File: src/rtl/noc_client_pkg.sv
// rtl/noc_client_pkg.sv - shared constants, types and helpers for the NoC traffic client
//
// Purpose: LFSR taps, payload field offsets, client FSM states and width helpers
// used by noc_traffic_client and noc_vc_token_bucket.
// Ports: none (package).
package noc_client_pkg;

  // Fibonacci LFSR x^16+x^14+x^13+x^11+1, shifting right: feedback is the
  // parity of bits 0, 2, 3 and 5, inserted at bit 15.
  localparam logic [15:0] LFSR_TAPS = 16'h002D;

  // Payload layout, LSB first: seq (16 bits), vc, source y, source x.
  localparam int SEQ_FIELD_W = 16;
  localparam int SEQ_LSB     = 0;
  localparam int VC_LSB      = SEQ_LSB + SEQ_FIELD_W;

  function automatic int y_lsb(int vc_w);
    return VC_LSB + vc_w;
  endfunction

  function automatic int x_lsb(int vc_w, int y_w);
    return VC_LSB + vc_w + y_w;
  endfunction

  typedef enum logic [1:0] {
    IDLE,
    SEND,
    FIN
  } state_e;

  // Bits needed to hold 0..v-1, never less than one.
  function automatic int clog2_sat(int v);
    return (v <= 1) ? 1 : $clog2(v);
  endfunction

  function automatic logic [15:0] lfsr_next(logic [15:0] s);
    return {^(s & LFSR_TAPS), s[15:1]};
  endfunction

endpackage

File: src/rtl/noc_vc_token_bucket.sv
// rtl/noc_vc_token_bucket.sv - per-VC (SIGMA, RATE) token bucket rate shaper
//
// Purpose: holds up to SIGMA tokens, adds one every RATE cycles (saturating),
// removes one per consume. A refill and a consume in the same cycle cancel.
// Ports:
//   clk             in  clock
//   rst             in  synchronous active-high reset (bucket full, timer 0)
//   consume         in  take one token this cycle (only issued when available)
//   token_available out at least one token held
module noc_vc_token_bucket
  import noc_client_pkg::*;
#(
  parameter int SIGMA = 3,
  parameter int RATE  = 20
) (
  input  logic clk,
  input  logic rst,
  input  logic consume,
  output logic token_available
);

  localparam int CNT_W = clog2_sat(SIGMA + 1);
  localparam int TMR_W = clog2_sat(RATE);
  localparam logic [CNT_W-1:0] FULL     = CNT_W'(SIGMA);
  localparam logic [TMR_W-1:0] TMR_LAST = TMR_W'(RATE - 1);

  logic [CNT_W-1:0] tokens_q, tokens_d;
  logic [TMR_W-1:0] timer_q, timer_d;
  logic             refill;

  always_comb begin
    refill   = (timer_q == TMR_LAST);
    timer_d  = refill ? '0 : timer_q + 1'b1;
    tokens_d = tokens_q;
    if (refill && !consume && (tokens_q != FULL)) begin
      tokens_d = tokens_q + 1'b1;
    end else if (consume && !refill) begin
      tokens_d = tokens_q - 1'b1;
    end
  end

  always_ff @(posedge clk) begin
    if (rst) begin
      tokens_q <= FULL;
      timer_q  <= '0;
    end else begin
      tokens_q <= tokens_d;
      timer_q  <= timer_d;
    end
  end

  assign token_available = (tokens_q != '0);

endmodule

File: src/rtl/noc_traffic_client.sv
// rtl/noc_traffic_client.sv - multi-VC rate-shaped NoC traffic generator and sink
//
// Purpose: injects N_PACKETS packets from mesh node (X, Y) over N_VC = 1<<VC_W
// virtual channels, each shaped by its own token bucket, with round-robin VC
// choice and LFSR destinations; counts ejected packets.
// Optional feature: define NOC_CLIENT_RX_CHECK_EN to build the sticky ejected
// address check driving err; otherwise err is tied to 0.
// Ports:
//   clk, rst                  clock, synchronous active-high reset
//   i_v, i_ack                injection valid / router accept
//   i_vc, i_x, i_y, i_data    injected VC, destination, payload
//   i_b                       one-hot VC of the in-flight packet (0 when idle)
//   o_v, o_x, o_y, o_data     ejected packet (always accepted)
//   rx_count                  ejected packets received
//   err                       sticky ejected address mismatch
//   done                      all packets acknowledged
module noc_traffic_client
  import noc_client_pkg::*;
#(
  parameter int          D_W       = 32,
  parameter int          VC_W      = 2,
  parameter int          X_W       = 2,
  parameter int          Y_W       = 2,
  parameter int          X         = 0,
  parameter int          Y         = 0,
  parameter int          N_PACKETS = 128,
  parameter int          SIGMA     = 3,
  parameter int          RATE      = 20,
  parameter logic [15:0] SEED      = 16'hACE1
) (
  input  logic                 clk,
  input  logic                 rst,
  output logic                 i_v,
  input  logic                 i_ack,
  output logic [VC_W-1:0]      i_vc,
  output logic [X_W-1:0]       i_x,
  output logic [Y_W-1:0]       i_y,
  output logic [D_W-1:0]       i_data,
  output logic [(1<<VC_W)-1:0] i_b,
  input  logic                 o_v,
  input  logic [X_W-1:0]       o_x,
  input  logic [Y_W-1:0]       o_y,
  input  logic [D_W-1:0]       o_data,
  output logic [31:0]          rx_count,
  output logic                 err,
  output logic                 done
);

  localparam int N_VC  = 1 << VC_W;
  localparam int SEQ_W = clog2_sat(N_PACKETS + 1);
  localparam int Y_LSB = y_lsb(VC_W);
  localparam int X_LSB = x_lsb(VC_W, Y_W);
  localparam logic [SEQ_W-1:0] LAST_SEQ = SEQ_W'(N_PACKETS);
  localparam logic [X_W-1:0]   OWN_X    = X_W'(X);
  localparam logic [Y_W-1:0]   OWN_Y    = Y_W'(Y);

  state_e            state_q, state_d;
  logic [VC_W-1:0]   rr_q, rr_d;
  logic [15:0]       lfsr_q, lfsr_d;
  logic [SEQ_W-1:0]  seq_q, seq_d;
  logic [VC_W-1:0]   i_vc_q, i_vc_d;
  logic [X_W-1:0]    i_x_q, i_x_d;
  logic [Y_W-1:0]    i_y_q, i_y_d;
  logic [D_W-1:0]    i_data_q, i_data_d;
  logic [31:0]       rx_count_q, rx_count_d;

  logic [N_VC-1:0]   tok_avail;
  logic [N_VC-1:0]   consume;
  logic [VC_W-1:0]   pick_vc;
  logic [VC_W-1:0]   cand;
  logic              found;
  logic              can_go;
  logic              launch;

  for (genvar g = 0; g < N_VC; g++) begin : g_bucket
    noc_vc_token_bucket #(
      .SIGMA(SIGMA),
      .RATE (RATE)
    ) u_bucket (
      .clk            (clk),
      .rst            (rst),
      .consume        (consume[g]),
      .token_available(tok_avail[g])
    );
  end

  always_comb begin
    state_d  = state_q;
    rr_d     = rr_q;
    lfsr_d   = lfsr_q;
    seq_d    = seq_q;
    i_vc_d   = i_vc_q;
    i_x_d    = i_x_q;
    i_y_d    = i_y_q;
    i_data_d = i_data_q;
    consume  = '0;
    pick_vc  = rr_q;
    cand     = rr_q;
    found    = 1'b0;

    // First eligible VC scanning upward from the round-robin pointer.
    for (int i = 0; i < N_VC; i++) begin
      cand = rr_q + VC_W'(i);
      if (!found && tok_avail[cand] && (seq_q < LAST_SEQ)) begin
        found   = 1'b1;
        pick_vc = cand;
      end
    end

    can_go = (state_q == IDLE) || ((state_q == SEND) && i_ack);
    launch = can_go && found;

    if (launch) begin
      consume[pick_vc] = 1'b1;
      rr_d   = pick_vc + 1'b1;
      lfsr_d = lfsr_next(lfsr_q);
      seq_d  = seq_q + 1'b1;
      i_vc_d = pick_vc;
      i_x_d  = lfsr_d[X_W-1:0];
      i_y_d  = lfsr_d[X_W+Y_W-1:X_W];
      // Never address ourselves: nudge the column.
      if ((i_x_d == OWN_X) && (i_y_d == OWN_Y)) begin
        i_x_d = i_x_d + 1'b1;
      end
      i_data_d = '0;
      i_data_d[X_LSB +: X_W]           = OWN_X;
      i_data_d[Y_LSB +: Y_W]           = OWN_Y;
      i_data_d[VC_LSB +: VC_W]         = pick_vc;
      i_data_d[SEQ_LSB +: SEQ_FIELD_W] = SEQ_FIELD_W'(seq_q);
    end

    case (state_q)
      IDLE:    if (launch) state_d = SEND;
      SEND:    if (i_ack && !launch) state_d = (seq_q == LAST_SEQ) ? FIN : IDLE;
      FIN:     state_d = FIN;
      default: state_d = IDLE;
    endcase

    rx_count_d = rx_count_q + {31'd0, o_v};
  end

  always_ff @(posedge clk) begin
    if (rst) begin
      state_q    <= IDLE;
      rr_q       <= '0;
      lfsr_q     <= SEED;
      seq_q      <= '0;
      i_vc_q     <= '0;
      i_x_q      <= '0;
      i_y_q      <= '0;
      i_data_q   <= '0;
      rx_count_q <= '0;
    end else begin
      state_q    <= state_d;
      rr_q       <= rr_d;
      lfsr_q     <= lfsr_d;
      seq_q      <= seq_d;
      i_vc_q     <= i_vc_d;
      i_x_q      <= i_x_d;
      i_y_q      <= i_y_d;
      i_data_q   <= i_data_d;
      rx_count_q <= rx_count_d;
    end
  end

  // Ejected payload bits outside the source field are never inspected.
  logic unused_rx;
  assign unused_rx = ^{o_x, o_y, o_data};

`ifdef NOC_CLIENT_RX_CHECK_EN
  logic err_q, err_d;

  always_comb begin
    err_d = err_q;
    if (o_v && ((o_x != OWN_X) || (o_y != OWN_Y) ||
                ((o_data[X_LSB +: X_W] == OWN_X) && (o_data[Y_LSB +: Y_W] == OWN_Y)))) begin
      err_d = 1'b1;
    end
  end

  always_ff @(posedge clk) begin
    if (rst) err_q <= 1'b0;
    else     err_q <= err_d;
  end

  assign err = err_q;
`else
  assign err = 1'b0;
`endif

  always_comb begin
    i_b = '0;
    if (state_q == SEND) i_b[i_vc_q] = 1'b1;
  end

  assign i_v      = (state_q == SEND);
  assign done     = (state_q == FIN);
  assign i_vc     = i_vc_q;
  assign i_x      = i_x_q;
  assign i_y      = i_y_q;
  assign i_data   = i_data_q;
  assign rx_count = rx_count_q;

endmodule

File: config.mk
export PLATFORM = sky130hd
export DESIGN_NAME = noc_traffic_client
export DESIGN_NICKNAME = d
export VERILOG_FILES = /design/src/rtl/noc_client_pkg.sv /design/src/rtl/noc_vc_token_bucket.sv /design/src/rtl/noc_traffic_client.sv
export SDC_FILE = /design/constraint.sdc
export NUM_CORES = 1
export LEC_CHECK = 0
export BUFFER_PORTS_ARGS = -buffer_cell sky130_fd_sc_hd__buf_4
export CORE_MARGIN = 4
export CORE_UTILIZATION = 42
export CTS_CLUSTER_DIAMETER = 100
export DETAILED_ROUTE_END_ITERATION = 7
export PLACE_DENSITY = 0.66
export SKIP_CTS_REPAIR_TIMING = 1
export SLEW_MARGIN = 10
export SYNTH_ARGS = -nofsm -noshare
export SYNTH_HDL_FRONTEND = slang
export SYNTH_HIERARCHICAL = 1
export SYNTH_SLANG_ARGS = --single-unit
File: constraint.sdc
create_clock -name clk -period 3 [get_ports clk]
set_clock_uncertainty 0.15 [all_clocks]
set_input_delay 0.45 -clock clk [delete_from_list [all_inputs] [get_ports clk]]
set_output_delay 0.45 -clock clk [all_outputs]
set_load 0.02 [all_outputs]
Word level (Yosys, flattened, before mapping)

Index checks and enable logic that the tools add are counted.

Add/subtract/negate cells: 19
Order comparisons: 9
Equal/unequal tests: 13
Mux-type cells: 34
Reductions and logical operators: 55

Operator list:

| kind                                                 | count |
|---|---|
| adder 32 x 1 -> 32 bit                               | 1 |
| 2-to-1 mux 2 bit                                     | 15 |
| logical AND 1 bit                                    | 25 |
| adder 5 x 1 -> 5 bit (second input constant)         | 4 |
| == test 5 bit (second input constant)                | 4 |
| < comparator 2 x 3 -> 1 bit (second input constant)  | 6 |
| nonzero test 2 bit                                   | 8 |
| XOR reduction 16 bit                                 | 1 |
| adder 2 x 1 -> 2 bit (second input constant)         | 7 |
| zero test 1 bit                                      | 12 |
| 2-to-1 mux 1 bit                                     | 10 |
| != test 2 bit (second input constant)                | 5 |
| adder 8 x 1 -> 8 bit (second input constant)         | 1 |
| binary-select mux 1 bit (select 2 bit)               | 4 |
| == test 8 bit (second input constant)                | 1 |
| < comparator 8 bit (second input constant)           | 1 |
| 2-to-1 mux 4 bit                                     | 2 |
| OR reduction 2 bit                                   | 4 |
| subtractor 2 x 1 -> 2 bit (second input constant)    | 4 |
| zero test 2 bit                                      | 3 |
| one-hot mux 2 bit (3 select lines)                   | 1 |
| adder 2 bit (second input constant)                  | 2 |
| demux 1 bit (select 2 bit)                           | 2 |
| >= comparator 2 x 1 -> 1 bit (second input constant) | 2 |
| other kinds (5)                                      | 5 |

Flip-flop bits (word level): 104
Output and inout port bits: 77

Logic depth before layout (Yosys ltp)

Gate-level depths: netlist (run 1).

Depth after elaboration: 26
Gate-level depth with buffers: 10

Modules after synthesis

Netlist (run 1), hierarchy kept.

By module, submodules not included:

| module              | instances | cells an instance | area each (sq um) | seq. area each (sq um) |
|---|---|---|---|---|
| noc_traffic_client  | 1         | 432               | 3,575.9           | 1,441.4 |
| noc_vc_token_bucket | 4         | 39                | 342.8             | 140.1 |

Least setup slack after synthesis (run 1)

OpenSTA, ideal clock, no wires.

Path kind: flip-flop to flip-flop
Start: reg g_bucket[2].u_bucket.tokens_q[1]
End: reg g_bucket[0].u_bucket.tokens_q[0]
Library setup time: 0.122 ns
Data arrival time: 2.280 ns
Required time: 2.728 ns
Slack: 0.448 ns
Stages on the path, launching flop included: 10
Path buffers: 0
Path through: dfxtp_1 or2_2 mux2_2 nor3_1 o21a_1 a21oi_1 ha_1 and2_1 or4_1 o311a_1

Word-level cells in the longest chain between the ends: 26
Elaborated cells between the ends (all ways): 39

RTL lines:

| element                                                | RTL line                  | source |
|---|---|---|
| from (decl)                                            | noc_vc_token_bucket.sv:27 | `logic [CNT_W-1:0] tokens_q, tokens_d;` |
| from (signal assigned)                                 | noc_vc_token_bucket.sv:47 | `tokens_q <= tokens_d;` |
| nonzero test 2 bit (*)                                 | noc_vc_token_bucket.sv:52 | `assign token_available = (tokens_q != '0);` |
| net tok_avail[2]                                       | noc_traffic_client.sv:67  | `logic [N_VC-1:0] tok_avail;` |
| binary-select mux 1 bit (select 2 bit)                 | noc_traffic_client.sv:104 | `if (!found && tok_avail[cand] && (seq_q < LAST_SEQ)) begin` |
| 2-to-1 mux 1 bit (implied by the code)                 | noc_traffic_client.sv:104 |  |
| logical AND 1 bit                                      | noc_traffic_client.sv:104 |  |
| 2-to-1 mux 1 bit                                       | noc_traffic_client.sv:104 |  |
| zero test 1 bit                                        | noc_traffic_client.sv:104 |  |
| logical AND 1 bit (2 in series)                        | noc_traffic_client.sv:104 |  |
| (+10 left out)                                         | n/a                       |  |
| logical AND 1 bit (implied by the code)                | noc_traffic_client.sv:114 | `consume[pick_vc] = 1'b1;` |
| 2-to-1 mux 1 bit (implied by the code)                 | noc_traffic_client.sv:114 |  |
| demux 1 bit (select 2 bit)                             | noc_traffic_client.sv:114 |  |
| 2-to-1 mux 4 bit (*)                                   | noc_traffic_client.sv:113 | `if (launch) begin` |
| net consume[0]                                         | noc_traffic_client.sv:68  | `logic [N_VC-1:0] consume;` |
| zero test 1 bit                                        | noc_vc_token_bucket.sv:35 | `if (refill && !consume && (tokens_q != FULL)) begin` |
| logical AND 1 bit (2 in series)                        | noc_vc_token_bucket.sv:35 |  |
| 2-to-1 mux 2 bit or nonzero test 2 bit (tied branches) | n/a                       |  |
| to (signal assigned)                                   | noc_vc_token_bucket.sv:47 |  |
| to (decl)                                              | noc_vc_token_bucket.sv:27 |  |

Mark *: on every way through the listed nets, which the timed path passes. The rest lies on a longest branch. The select of a mux whose other input is x is not followed.
A chain may end at the register's enable or synchronous reset.

Worst setup path after layout (run 1)

Ends and elaborated chain as after synthesis.

==> impl_metrics.ini, run 1 <==
[critical_path]
crit_chain = or2_2, mux2_2, nor3_1, o21a_1, a21oi_1, ha_1, and2_1, or4_1, o311a_1
arrival_ns = 2.80
r2r_slack_ns = 0.27
crit_slowest_cell = or4_1
critical_path.startpoint = g_bucket[2].u_bucket/tokens_q[1]
critPathRequiredTime_ns = 3.07
crit_family = simple AND/OR/NAND/NOR gates
cp-start-kind = register
worst-path-buf-inv = 0
r2r_start = g_bucket[2].u_bucket/tokens_q[1]
crit_path_max_fanout = 7
crit_type = register to register
worstSetupEndpointType = register
max_stage_delay_ns = 0.52

[floorplanning]
die_h_um = 117
start_util = 0.431
dieArea_um2 = 13600
row_count = 39
core_um2 = 11500
die_x_um = 117
num_io_pins = 117

[clocking]
numClockSinks = 100
cts_buffer_depth = 2
ctsRootBufferMaster = clkbuf_16
clkLatencyLatePin_ns = 0.34
cts.clk_slew.worst_paths_ns = 0.07
numCtsBuffers = 9
cts_tree = yes
htree_levels = 3

[sta]
slew_headroom = 0.602
tightest_slew_ns = 0.596
fmax_mhz = 367
post-route-period-util = 0.909
setup-violations-final = 0
final_hold_viol_count = 0
post-route-min-period_ns = 2.73
rsz0062_at_grt = false
fin_tns_setup_ns = 0
finalMaxSlewViolations = 0

[global_route]
grt_pass1_vias = 3907
grt_max_degree = 42
overflow = 0
grt_use_total = 0.154
grt_pass1_wl_um = 17500
antenna_found_initial = 0

[synthesis]
synth.area.top_cells = dfxtp_1 40%, nand2_1 5.1%, a21oi_1 4.4%
synth_cell_types = 54
ys_ff_latch = 100
postSynthCellCount = 588
synth_ff_type = dfxtp_1
synth-edff-count = 0
yosys-top-cells-count = 100 x dfxtp_1, 67 x nand2_1, 43 x a21oi_1, 33 x nor2_1, 32 x inv_1
async_reset_ff_frac = 0
synth_top_area_frac = 0.405
seq_area_frac_synth = 0.405
yosysMostFrequentCell = dfxtp_1
syn_area_um2 = 4950
yosysWarnings = 6
avgSynthCellArea_um2 = 8.41
yosys.area.top_type = dfxtp_1

[routing]
detail-route-antenna-nets = 0
drc_errors = 0
vias = 4084
wirelength_um = 10100
viasPerCell = 5.26
routedWlPerCell_um = 13.0
drt_pass1_iterations = 4
drt-initial-drc-count = 149

[layout]
nets = 682
fillCellCount = 1079
area_growth_pct = 14.5
antennaDiodeCount = 0
final_cell_area_um2 = 5660
drive_gt1_frac = 0.164

[place]
io_buffer_count = 57
dp_hpwl_um = 7080
place_area_um2 = 5380
gp_congestion = 0.789

[power_and_ir_drop]
p_per_area_nw_per_um2 = 498
max-vdd-ir-drop_uv = 316
leakage_uw = 0.00226

[job]
maxCapViolCount = 0

[status]
status = finished, final reports clean

[min_path]
holdCritStartpoint = i_ack
hold_path_class = primary input to register
## flip-flops by register name, summed over array words and instances, names as in the netlist
name / flops
g_bucket.u_bucket/timer_q: 20
g_bucket.u_bucket/tokens_q: 8
i_data: 8
i_vc: 2
i_x: 2
lfsr_q: 16
rr_q: 2
rx_count: 32
seq_q: 8
state_q: 2
## cell type report
cell class | instances | area, um^2 | share of cell area
Multi-Input combinational cell | 418 | 2570 | 0.453
Clock inverter | 5 | 43.8 | 0.00773
Tap cell | 143 | 179 | 0.0316
Clock buffer | 11 | 243 | 0.0429
Sequential cell | 100 | 2000 | 0.353
Timing Repair Buffer | 68 | 510 | 0.0901
Inverter | 32 | 120 | 0.0212
## layout by cell type, fill, tap and decap left out, drive strengths merged, types with 5 or more instances in the layout
cell      n
nand3    25
mux2      8
nand4     7
nor3     13
dfxtp   100
or4      16
ha       13
and3b     5
xnor2    16
and3      5
a21oi    43
or3      13
buf      68
and2b     8
inv      35
o21ai    24
nor2b    11
clkbuf   11
nor3b    10
xor2      6
nand2    67
nor4      9
o31ai    11
or2       7
nor2     33
conb     23
## layer usage
metal / GRT usage / vias up / share of wire
met3: 0.0290 / 9 / 0.039
met4: 0.0497 / 0 / 0.011
met5: 0 / - / 0
met2: 0.265 / 64 / 0.48
met1: 0.194 / 1919 / 0.47
li1: - / 2092 / -
## kinds of logic (layout without fill, tap and decap cells)
logic type / count (synthesis) / in the layout / synth area share
and+or+nand+nor: 245 / 245 / 0.274
AOI/OAI and AO/OA: 107 / 107 / 0.135
DFF: 100 / 100 / 0.405
buffers and inverters: 92 / 116 / 0.0951
xor gates and xnor gates: 22 / 22 / 0.0389
adders and majority gates: 13 / 13 / 0.0329
muxes: 8 / 8 / 0.0182
other: 1 / 23 / 0.000758
## report_power, final
| part | internal (uW) | switching, uW |
|---|---|---|
| logic | 107 | 166 |
| registers | 1380 | 50.4 |
| clock network | 598 | 517 |
## per-stage QoR
stage               setup slack (ns)  hold WS, ns  total power (uW)  std cells   util
floorplan                      0.448        0.281              1690        610      -
global placement               0.345        0.287              1730        761  0.469
detailed placement             0.282        0.299              1740        761  0.469
CTS                            0.277        0.236              2860        777  0.494
global route                  0.0965        0.258              2960        777  0.494
finish                         0.272        0.242              2820        777  0.494
## worst register-to-register path, delay by kind of cell (launching register included)
kind | cells | cell delay [ns]
AO/OA/AOI/OAI | 3 | 0.39
adder cells (fa/ha/maj) | 1 | 0.20
flip-flops | 1 | 0.33
multiplexers | 1 | 0.29
AND/OR/NAND/NOR | 4 | 1.26
## worst paths after layout
kind                                                         end  depth (start not counted)
worst min register to register   g_bucket[3].u_bucket/timer_q[0]                          1
worst max-delay path            g_bucket[0].u_bucket/tokens_q[0]                          9
worst max register to register  g_bucket[0].u_bucket/tokens_q[0]                          9
worst min-delay path                                  state_q[1]                          3
No activity file was read; power rests on OpenSTA's default activity.
==> run 2, diff against run 1 <==
--- a/config.mk
+++ b/config.mk
@@ -7,10 +7,10 @@
 export LEC_CHECK = 0
 export BUFFER_PORTS_ARGS = -buffer_cell sky130_fd_sc_hd__buf_4
 export CORE_MARGIN = 4
-export CORE_UTILIZATION = 42
+export CORE_UTILIZATION = 49
 export CTS_CLUSTER_DIAMETER = 100
 export DETAILED_ROUTE_END_ITERATION = 7
-export PLACE_DENSITY = 0.66
+export PLACE_DENSITY_LB_ADDON = 0.2
 export SKIP_CTS_REPAIR_TIMING = 1
 export SLEW_MARGIN = 10
 export SYNTH_ARGS = -nofsm -noshare
==> constraint.sdc (replaced) <==
create_clock -name clk -period 2.4 [get_ports clk]
set_clock_uncertainty 0.15 [all_clocks]
set_input_delay 0.36 -clock clk [delete_from_list [all_inputs] [get_ports clk]]
set_output_delay 0.36 -clock clk [all_outputs]
set_load 0.02 [all_outputs]
==> run 2 against run 1 <==
Effect of this change: the run now ends with negative setup slack left; sequential share of layout area is 2.3 points lower; critical path depth is 2 higher; core utilization is 12 points higher; count of clock-buffer cells in the layout is 1 lower; fmax is 8.0% higher; total power is 22% higher; combinational power is 65% higher; non-clock buffer count is 34 higher; cell area is 6.9% higher; final cell count is 3.0% higher; sequential power is 25% higher; first-iteration DRC count is 18% lower.
==> impl_metrics.ini, run 2 (synthesized netlist as in run 1, its figures left out) <==
[place]
dp_hpwl_um = 7380
post-place-cells = 784
io_buffer_count = 57
place_area_um2 = 5640
gp_congestion = 0.767

[layout]
fillCellCount = 882
final_common_cell = buf_4
final_cell_area_um2 = 6060
layout_common_cells = 99 x buf_4, 98 x dfxtp_1, 66 x nand2_1, 41 x a21oi_1, 32 x nor2_1
antennaDiodeCount = 0
area_growth_pct = 22.4
nets = 716
finish.utilization = 0.617
fin_cells = 800
largest_reg_flops = 32
drive_gt1_frac = 0.261

[power_and_ir_drop]
max-vdd-ir-drop_uv = 337
power_uw = 3440
p_per_area_nw_per_um2 = 568
leakage_uw = 0.00246

[sta]
setup-violations-final = 7
finalMaxSlewViolations = 0
final_hold_viol_count = 0
post-route-period-util = 1.05
post-route-min-period_ns = 2.53
setup_ws_ns = -0.126
tightest_slew_ns = 0.551
whs_ns = 0.117
slew_headroom = 0.633
rsz0062_at_grt = true
fmax_mhz = 396

[critical_path]
max_stage_delay_ns = 0.33
critPathRequiredTime_ns = 2.49
crit_chain = or2_4, a21boi_4, o32ai_2, a221o_1, inv_2, ha_2, and2_4, buf_4, nor4b_4, o21ai_1, o311a_1
cp-start-kind = register
worst-path-buf-inv = 2
crit_path_max_fanout = 6
crit_slowest_cell = dfxtp_2
r2r_slack_ns = -0.13
worstSetupEndpointType = register
crit_family = compound AO/OA/AOI/OAI gates
crit_type = register to register
arrival_ns = 2.62

[clocking]
numCtsBuffers = 9
numClockSinks = 100
ctsRootBufferMaster = clkbuf_8
htree_levels = 3
cts_buffer_depth = 2
cts_tree = yes
clkLatencyLatePin_ns = 0.37
cts.clk_slew.worst_paths_ns = 0.09

[routing]
viasPerCell = 5.31
drt_pass1_iterations = 4
detail-route-antenna-nets = 0
drt-initial-drc-count = 122
vias = 4247
routedWlPerCell_um = 13.4
drc_errors = 0
wirelength_um = 10700

[global_route]
grt_use_total = 0.181
grt_pass1_wl_um = 17600
grt_pass1_vias = 3992
grt_max_degree = 49
antenna_found_initial = 0
overflow = 0

[status]
status = finished, violations left
failed_checks = negative setup slack

[floorplanning]
row_count = 36
num_io_pins = 117
start_util = 0.504
dieArea_um2 = 11800
die_h_um = 108
core_um2 = 9820
die_x_um = 108

[min_path]
hold_path_class = primary input to register

[job]
maxCapViolCount = 0
==> run 2: changes by cell type in the layout (fill, tap and decap cells not counted), sizes merged <==
cell	change
clkinvlp	-1
clkinv	+1
buf	+34
inv	-2
bufinv	+2
clkbuf	-1
==> run 2: area by class of cell <==
cell class | count | area (um^2) | area share
clock buffer | 10 | 138 | 0.0227
clock inverter | 5 | 85.1 | 0.0140
inverter | 32 | 120 | 0.0198
multi-input combinational | 418 | 2770 | 0.457
sequential | 100 | 2000 | 0.331
tap | 133 | 166 | 0.0275
timing repair buffer | 102 | 777 | 0.128
==> run 2: worst paths after layout <==
kind / from / end / depth (start not counted)
max: g_bucket[2].u_bucket/tokens_q[0] / g_bucket[2].u_bucket/tokens_q[0] / 11
min: i_ack / state_q[1] / 3
max reg2reg: g_bucket[2].u_bucket/tokens_q[0] / g_bucket[2].u_bucket/tokens_q[0] / 11
min reg2reg: i_data[5] / i_data[5] / 2
==> run 2: report_power, final <==
part,internal (uW),leakage (uW),total [uW],switching [uW]
Combinational,202,0.00154,451,250
Clock,616,0.000109,1200,583
Sequential,1730,0.000815,1790,58.8
Total,2550,0.00246,3440,892
==> run 2: metal layers <==
layer / share of wire / up-vias / global-route usage
met2: 0.52 / 57 / 0.324
met4: 0.011 / 0 / 0.0559
met3: 0.033 / 13 / 0.0352
li1: - / 2158 / -
met1: 0.44 / 2019 / 0.219
met5: 0 / - / 0
==> run 2: tightest hold or removal path: cells and delay by family <==
family	cells	cell delay (ns)
buffers and inverters	1	0.11
and+or+nand+nor	1	0.05
AOI/OAI and AO/OA	1	0.06
==> run 2: stage by stage <==
stage,setup WS [ns],setup TNS (ns)
finish,-0.126,-0.574
global route,-0.264,-1.35
CTS,-0.197,-0.739
detailed placement,-0.169,-0.555
global placement,-0.0658,-0.218
floorplan,-0.0279,-0.0597
==> run 3, diff against run 2 <==
--- a/config.mk
+++ b/config.mk
@@ -7,7 +7,7 @@
 export LEC_CHECK = 0
 export BUFFER_PORTS_ARGS = -buffer_cell sky130_fd_sc_hd__buf_4
 export CORE_MARGIN = 4
-export CORE_UTILIZATION = 49
+export CORE_UTILIZATION = 54
 export CTS_CLUSTER_DIAMETER = 100
 export DETAILED_ROUTE_END_ITERATION = 7
 export PLACE_DENSITY_LB_ADDON = 0.2
==> constraint.sdc (replaced) <==
create_clock -name clk -period 2.6 [get_ports clk]
set_clock_uncertainty 0.15 [all_clocks]
set_input_delay 0.39 -clock clk [delete_from_list [all_inputs] [get_ports clk]]
set_output_delay 0.39 -clock clk [all_outputs]
set_load 0.02 [all_outputs]
==> run 3 against run 2 <==
Effect of this change: the run now ends clean; core utilization rose by 4.8 points; register-to-register slack improved by 0.16 ns; setup slack improved by 0.16 ns; final cell count shrank 4.5%; critical path depth decreased by 1.
==> impl_metrics.ini, run 3 (synthesized netlist as in run 1, its figures left out) <==
[power_and_ir_drop]
p_per_area_nw_per_um2 = 508
p_switching_uw = 840
swShare = 0.282
leakage_uw = 0.00236
power_frac_clock = 0.313
power_frac_comb = 0.131
p_seq_frac = 0.556
max-vdd-ir-drop_uv = 381
intPower_uw = 2130

[critical_path]
r2r_start = g_bucket[2].u_bucket/tokens_q[1]
worstSetupEndpointType = register
arrival_ns = 2.67
crit-reg2reg-capture = g_bucket[2].u_bucket/tokens_q[0]
crit_type = register to register
critPathRequiredTime_ns = 2.70
ff2ff_path_depth = 10
r2r_slack_ns = 0.03
cp-start-kind = register
crit_path_max_fanout = 6

[global_route]
overflow = 0
grt_pass1_wl_um = 17600
grt_use_total = 0.189
grt_pass1_vias = 3983
grt_max_degree = 53
antenna_found_initial = 0

[min_path]
whs_endpoint = state_q[1]
hold_depth = 3
holdCritStartpoint = i_ack
hold_path_class = primary input to register

[layout]
layout_common_cells = 98 x dfxtp_1, 87 x buf_4, 67 x nand2_1, 42 x a21oi_1, 32 x nor2_1
antennaDiodeCount = 0
nets = 704
area_growth_pct = 18.3
fillCellCount = 756
drive_gt1_frac = 0.235
finish.utilization = 0.664
final_common_cell = dfxtp_1
largest_reg_flops = 32

[floorplanning]
start_util = 0.562
row_count = 34
num_io_pins = 117
die_x_um = 104
core_um2 = 8810
dieArea_um2 = 10800
die_h_um = 104

[clocking]
cts_tree = yes
ctsRootBufferMaster = clkbuf_8
htree_levels = 3
clkLatencyLatePin_ns = 0.37
numCtsBuffers = 9
cts_buffer_depth = 2
numClockSinks = 100
cts.clk_slew.worst_paths_ns = 0.11

[routing]
vias = 4223
wirelength_um = 10300
drt-initial-drc-count = 174
detail-route-antenna-nets = 0
viasPerCell = 5.53
drc_errors = 0
drt_pass1_iterations = 4
routedWlPerCell_um = 13.5

[place]
gp_congestion = 0.790
dp_hpwl_um = 6990
io_buffer_count = 57
dpl_worst_slack_ns = -0.128

[sta]
finalMaxSlewViolations = 0
final_hold_viol_count = 0
rsz0062_at_grt = true
whs_ns = 0.140
setup-violations-final = 0
slew_headroom = 0.632
post-route-period-util = 0.987
tightest_slew_ns = 0.553
post-route-min-period_ns = 2.57
fmax_mhz = 390
setup_ws_ns = 0.0347

[status]
status = finished, final reports clean

[job]
maxCapViolCount = 0
run 3: cell types whose count changed in the layout (fill, tap and decap cells not counted), moves of 2 or more:
cell / change
buf_4: -12
bufinv_16: -2
inv_2: -2
inv_6: +2
nor4b_2: +2
o21ai_0: +2
o21ai_1: -2
or3_1: +2
or3_4: -2
run 3: area by class of cell:
class	instances	area, um^2	share of cell area
Multi-Input combinational cell	418	2720	0.464
Timing Repair Buffer	90	687	0.117
Clock buffer	10	128	0.0218
Sequential cell	100	2010	0.343
Inverter	32	123	0.0210
Clock inverter	6	55.1	0.00941
Tap cell	108	135	0.0231
run 3: worst max-delay path, stage by stage (launching register included):
cell     delay (ns)
dfxtp_4        0.36
or2_4          0.26
buf_6          0.12
nor2b_4        0.11
o31ai_2        0.21
a221o_1        0.24
inv_2          0.08
ha_4           0.16
and2_4         0.13
or4_1          0.49
o311a_1        0.13
run 3: through the flow:
stage | setup TNS (ns) | cell area, um^2 | cells | total power (uW)
after floorplan | 0 | 5030 | 610 | 1950
after global placement | -0.113 | 5480 | 745 | 2020
after detailed placement | -0.454 | 5480 | 745 | 2040
after CTS | -0.599 | 5660 | 761 | 2970
after global routing | -0.269 | 5850 | 764 | 3120
final | 0 | 5850 | 764 | 2970
run 3: how the worst max path moves through the flow:
stage | from | cells past startpoint | end | slack, ns
2_1_floorplan | g_bucket[2].u_bucket/tokens_q[1] | 9 | g_bucket[0].u_bucket/tokens_q[0] | 0.05
3_3_place_gp | g_bucket[1].u_bucket/tokens_q[1] | 9 | g_bucket[1].u_bucket/tokens_q[0] | -0.06
3_5_place_dp | g_bucket[3].u_bucket/tokens_q[0] | 11 | g_bucket[3].u_bucket/tokens_q[0] | -0.13
4_1_cts | g_bucket[3].u_bucket/tokens_q[0] | 11 | g_bucket[3].u_bucket/tokens_q[0] | -0.15
5_1_grt | g_bucket[2].u_bucket/tokens_q[1] | 11 | g_bucket[0].u_bucket/tokens_q[0] | -0.12
6_report | g_bucket[2].u_bucket/tokens_q[1] | 10 | g_bucket[2].u_bucket/tokens_q[0] | 0.03
run 3: power groups by stage:
stage | Sequential, uW | Combinational, uW | Clock, uW
after detailed placement | 1690 | 352 | 0
after global routing | 1670 | 435 | 1020
after CTS | 1650 | 353 | 965
after global placement | 1680 | 342 | 0
after floorplan | 1690 | 264 | 0
final | 1650 | 388 | 931
run 3: per-layer routing:
layer / wire [um] / global-route usage
met1: 4650 / 0.225
met2: 5050 / 0.342
met3: 469 / 0.0398
met4: 123 / 0.0608
met5: 0 / 0
